`src/rtl/distributor4.sv`:
```
// distributor4: steers one input word per transfer into one of eight one-entry
// output slots (4 lanes x bank A/B), chosen manually or by a round-robin pointer.
module distributor4 #(
  parameter int WIDTH = 32,
  parameter int LANES = 4
) (
  input  logic                         clk,
  input  logic                         reset,
  input  logic                         in_valid,
  output logic                         in_ready,
  input  logic [WIDTH-1:0]             in_data,
  input  logic [1:0]                   in_lane,
  input  logic                         in_bank,
  input  logic                         auto_mode,
  input  logic                         flush,
  output logic [LANES-1:0][WIDTH-1:0]  out_data_a,
  output logic [LANES-1:0]             out_valid_a,
  input  logic [LANES-1:0]             out_ready_a,
  output logic [LANES-1:0][WIDTH-1:0]  out_data_b,
  output logic [LANES-1:0]             out_valid_b,
  input  logic [LANES-1:0]             out_ready_b,
  output logic [2:0]                   rr_ptr
);

  // Slot index is {bank, lane}: 0..3 are bank A lanes, 4..7 are bank B lanes.
  logic [2*LANES-1:0][WIDTH-1:0] data_q, data_d;
  logic [2*LANES-1:0]            valid_q, valid_d;
  logic [2:0]                    rr_ptr_q, rr_ptr_d;

  logic [2:0]                    tgt_s;
  logic [2*LANES-1:0]            slot_ready_s;
  logic                          in_ready_s;
  logic                          accept_s;

  // Target selection, handshake and next-state computation
  always_comb begin
    slot_ready_s = {out_ready_b, out_ready_a};
    if (auto_mode) begin
      tgt_s = rr_ptr_q;
    end else begin
      tgt_s = {in_bank, in_lane};
    end

    in_ready_s = ~flush & (~valid_q[tgt_s] | slot_ready_s[tgt_s]);
    accept_s   = in_valid & in_ready_s;

    data_d   = data_q;
    rr_ptr_d = rr_ptr_q;
    if (flush) begin
      valid_d = '0;
    end else begin
      // Consumed slots drain; an accept below may refill the same slot.
      valid_d = valid_q & ~slot_ready_s;
    end

    if (accept_s) begin
      valid_d[tgt_s] = 1'b1;
      data_d[tgt_s]  = in_data;
    end else begin
      valid_d[tgt_s] = valid_d[tgt_s];
    end

    if (accept_s && auto_mode) begin
      rr_ptr_d = rr_ptr_q + 3'd1;
    end else begin
      rr_ptr_d = rr_ptr_q;
    end
  end

  always_ff @(posedge clk or posedge reset) begin
    if (reset) begin
      data_q   <= '0;
      valid_q  <= '0;
      rr_ptr_q <= 3'd0;
    end else begin
      data_q   <= data_d;
      valid_q  <= valid_d;
      rr_ptr_q <= rr_ptr_d;
    end
  end

  assign in_ready    = in_ready_s;
  assign out_data_a  = data_q[LANES-1:0];
  assign out_data_b  = data_q[2*LANES-1:LANES];
  assign out_valid_a = valid_q[LANES-1:0];
  assign out_valid_b = valid_q[2*LANES-1:LANES];
  assign rr_ptr      = rr_ptr_q;

endmodule
```
`config.mk`:
```
export PLATFORM = sky130hd
export DESIGN_NAME = distributor4
export DESIGN_NICKNAME = d
export VERILOG_FILES = /design/src/rtl/distributor4.sv
export SDC_FILE = /design/constraint.sdc
export NUM_CORES = 1
export LEC_CHECK = 0
export CORE_UTILIZATION = 45
export DETAILED_ROUTE_END_ITERATION = 10
export HOLD_SLACK_MARGIN = 0.08
export PLACE_DENSITY = 0.77
export SYNTH_ARGS = -nofsm -noshare
export SYNTH_HDL_FRONTEND = slang
export SYNTH_SLANG_ARGS = --single-unit
```
`constraint.sdc`:
```
create_clock -name clk -period 9.6 [get_ports clk]
set_clock_uncertainty 0.05 [all_clocks]
set_input_delay 0.96 -clock clk [delete_from_list [all_inputs] [get_ports clk]]
set_output_delay 0.96 -clock clk [all_outputs]
set_load 0.02 [all_outputs]
```
# After elaboration in Yosys (flattened, before gate mapping)
# Index checks and enable logic that the tools add are counted.
[classes] add_sub_neg=1 magnitude_cmp=2 n_mux=15 n_bitwise=8 n_reduce_logical=2
[op_table] operator="bitwise mux 256 bit" n=1
[op_table] operator="demux 32 bit (select 3 bit)" n=1
[op_table] operator="two-way mux 32 bit" n=1
[op_table] operator="two-way mux 8 bit" n=2
[op_table] operator="binary-select mux 1 bit (select 3 bit)" n=3
[op_table] operator="AND 8 bit" n=1
[op_table] operator="bitwise mux 8 bit" n=1
[op_table] operator="inverter 8 bit" n=1
[op_table] operator="bitwise OR 8 bit" n=1
[op_table] operator="less-than comparator 3 x 4 -> 1 bit, second input constant" n=1
[op_table] operator="two-way mux 1 bit" n=4
[op_table] operator="adder 3 x 1 -> 3 bit, second input constant" n=1
[op_table] operator="demux 1 bit (select 3 bit)" n=1
[op_table] operator=">= comparator 3 x 1 -> 1 bit, second input constant" n=1
[op_table] operator="two-way mux 3 bit" n=1
[op_table] operator="AND 1 bit" n=2
[op_table] operator="logical AND 1 bit" n=2
[op_table] operator="inverter 1 bit" n=2
[op_table] operator="bitwise OR 1 bit" n=1
[totals] regBits=267 in_bits=48 output_inout_bits=268 word_cells=38

# Logic depth before layout (Yosys ltp)
[logic_depth] ltp_word=8 depth_mapped=10 ltp_nobuf=6

# Least setup slack after synthesis
# No wires, ideal clock.
[synth_path] path_kind="input -> output" start="input auto_mode" end="output in_ready" arrival_time_ps=2332 required_time_ps=8590 path_slack_ps=6258 stages=7 n_path_buf=2 path_cell_list="buf_6 -> mux2i_4 -> mux2i_1 -> o22a_1 -> a211oi_2 -> buf_6 -> nor2_1"
[synth_via] elab_chain_len=6 elab_cells_between_ends=8 classes_between="mux: 5; bitwise: 3"
[synth_lines] item="start, declared" line_no="14" text="input logic auto_mode,"
[synth_lines] item="two-way mux 3 bit *" line_no="38" text="if (auto_mode) begin"
[synth_lines] item="binary-select mux 1 bit (select 3 bit)" line_no="44" text="in_ready_s = ~flush & (~valid_q[tgt_s] | slot_ready_s[tgt_s]);"
[synth_lines] item="two-way mux 1 bit (not written as such)" line_no="44"
[synth_lines] item="inverter 1 bit" line_no="44"
[synth_lines] item="bitwise OR 1 bit *" line_no="44"
[synth_lines] item="AND 1 bit *" line_no="44"
[synth_lines] item="end, declared" line_no="10" text="output logic in_ready,"
# Every way passes the cells marked *; elsewhere a longest branch is shown, timed or not. The select of a mux whose other input is x is not followed.

# Final worst setup path
# Same ends and word-level chain as after synthesis.

==> summary.txt <==
Floorplan
  • Core area: 0.02292 sq mm
  • Row cnt: 55
  • Die X: 155.9 um
  • Die height: 155.9 um
  • Starting Density: 46.53%
  • Area of the die: 0.02431 sq mm
  • I/O pin total: 316

Final layout
  • Layout cells sized above 1: 33.54%
  • Most frequent cells in the layout: 315 x clkdlybuf4s50_1, 267 x dfrtp_1, 170 x mux2_2
  • Post-route cell area: 0.01486 sq mm
  • Nets@finish: 987
  • Commonest non-fill, non-tap cell in the layout: clkdlybuf4s50_1
  • P&R area growth vs syn: 39.37%
  • Final core utilization: 64.85%
  • Diode count: 0

Clock tree
  • Post-CTS Setup Bufs: 0
  • Worst-path clk slew: 60 ps
  • Bufs on Longest Clock Path: 3
  • # resized after CTS: 0
  • CTS buffer count: 28
  • Root Buffer: clkbuf_16
  • H-tree depth: 1
  • CTS tree: yes
  • Post-cts hold buffer count: 0
  • Clock tree sinks: 267
  • Clock latency on the worst-skew pair: 530 ps

Timing
  • Tcrit/Tclk final: 53.19%
  • WHS: 451.8 ps
  • Unrepaired setup endpoints after global routing: no
  • Least-Margin Pin Slew: 1212 ps
  • Max Clk Rate: 195.8 MHz
  • Final Setup Violations: 0
  • Post-route setup TNS: 0 ps
  • Final hold vios: 0
  • Tmin final: 5107 ps
  • Final Max Tran Viols: 0
  • Final WS setup: 4493 ps
  • Max-slew headroom: 19.23%

Route
  • WL/cell: 21.69 um
  • DR vias/cell: 5.088
  • Drc violations: 0
  • Antenna-violating nets left: 0
  • DRT Pass-1 Iters: 4
  • Total routed wirelength: 27540 um
  • Initial DRC Count: 190
  • Routed vias: 6462

Logic synthesis
  • Area share of fa/ha/maj cells after synthesis: 0.1173%
  • Mapped Cells: 617
  • Distinct cell type count after synthesis: 29
  • Syn nets: 666
  • Largest family of logic cells by synthesized area: multiplexers
  • Synth area leader: dfrtp_1
  • Top cell type's share of synthesized area: 62.66%
  • Sequential share of the synthesized area: 62.66%
  • Syn_area_per_cell: 17.28 sq um
  • Mapped Area: 0.01066 sq mm
  • Number of synthesized register bits: 267
  • Synth Area in Compound Gates: 0.9270%
  • Synth Area in Simple Gates: 1.854%
  • Synth area leaders: dfrtp_1 63%, mux2_2 18%, mux2_4 12%
  • Post-Synth XOR/XNOR Area: 0.1643%
  • Post-synthesis mux area share: 31.17%
  • Syn. warnings: 0

Critical path
  • Slowest stage delay, CP: 930 ps
  • CP Cell Sequence: clkdlybuf4s50_1, mux2i_4, mux2i_1, o22ai_2, a211oi_2, nor2_1, clkdlybuf4s50_1
  • Worst Setup End Kind: primary output
  • Most common cell on crit path: clkdlybuf4s50_1
  • CP max-delay cell: a211oi_2
  • WS Path Type: input port to primary output
  • CP Data Required Time: 8590 ps
  • Critical Path AT: 4100 ps
  • Crit Path Max Fanout: 11
  • Startpoint types: input port

Placed design
  • Routability cong.: 0.7623
  • Worst slack, placed: 4463 ps
  • Placement Cell Area: 0.01398 sq mm
  • DP Wirelength: 17870 um
  • IO buf count: 315

Global routing
  • Vias in the first global route: 6965
  • Global-route wire length before repair: 42310 um
  • Largest net degree at the start of global routing: 142
  • GRT overflow: 0
  • Initial antenna violation count: 0
  • GRT Util Overall: 22.95%

Power and ir drop
  • Maximum vdd drop: 0.0002501 V
  • Pwr/cell area: 380.1 mW/mm^2
  • Leakage power: 6.739 nW

Run
  • MaxCap Viol Count: 0

Min path
  • Worst hold-check path type: flop to flop

Status
  • Status: finished, final reports clean
[path summary, 6_finish.rpt]
path / start / to / slack, ps / cells past startpoint
min in group asynchronous: reset / out_data_a[74] / 970 / 2
worst min register to register: out_data_b[93] / out_data_b[93] / 450 / 1
worst max register to register: rr_ptr[1] / out_data_b[63] / 5670 / 6
worst max-delay path: auto_mode / in_ready / 4490 / 7
worst min-delay path: out_data_b[93] / out_data_b[93] / 450 / 1
max in group asynchronous: reset / out_data_b[82] / 7010 / 3
[critical path, delay by kind of cell]
family | cells | cell delay [ps]
buffers and inverters | 2 | 1210
AND/OR/NAND/NOR | 1 | 80
multiplexers | 2 | 810
AO/OA/AOI/OAI | 2 | 1030
[stage by stage]
| step | std cells | power (W) |
|---|---|---|
| after floorplan | 617 | 0.003294 |
| after global placement | 1221 | 0.004580 |
| after detailed placement | 1221 | 0.004627 |
| after CTS | 1270 | 0.005691 |
| after global routing | 1270 | 0.005908 |
| final | 1270 | 0.005649 |
[per-layer routing]
| metal | up-vias | track usage [%] | wire [um] |
|---|---|---|---|
| li1 | 2832 | - | - |
| met1 | 3309 | 28.51 | 11280 |
| met2 | 263 | 37.03 | 12820 |
| met3 | 58 | 8.111 | 2528 |
| met4 | 0 | 8.123 | 918 |
| met5 | - | 0 | 0 |
[state kept, by name (all words and copies together) (netlist names)]
signal,cells
out_data_b,128
out_data_a,128
valid_q,8
rr_ptr,3
[where the power goes]
part / switching [W] / total (W) / internal [W]
Combinational: 0.00122 / 0.00265 / 0.00143
Clock: 0.000429 / 0.00103 / 0.000603
Sequential: 0.000300 / 0.00196 / 0.00166
Total: 0.00195 / 0.00565 / 0.00370
[final cells by class]
cell class	count	area [sq um]
Clock inverter	7	38.79
Fill cell	1641	8055
Clock buffer	42	844.6
Inverter	3	18.77
Multi-Input combinational cell	316	3680
Timing Repair Buffer	322	3206
Sequential cell	267	6681
Tap cell	313	391.6
[Yosys cell counts]
cell type / n
a211oi_2: 1
a21o_1: 2
a2bb2oi_1: 2
a32oi_1: 2
and2b_1: 1
buf_12: 9
buf_2: 16
buf_6: 5
clkbuf_1: 1
dfrtp_1: 267
ha_1: 1
inv_1: 3
mux2_2: 170
mux2_4: 87
mux2i_1: 8
mux2i_4: 1
nand2_1: 10
nand2b_1: 2
nor2_1: 9
nor2b_1: 1
nor3_2: 4
nor3b_1: 3
o22a_1: 2
o22ai_1: 1
o22ai_2: 1
or2_2: 2
or3_1: 4
xnor2_1: 1
xor2_1: 1
[cell families after synthesis]
group | count (synthesis)
flops | 267
simple gates | 36
buf+inv | 34
mux | 266
xor+xnor | 2
fa+ha+maj | 1
compound gates | 11
Note: power is estimated with default switching activity, not from simulation.
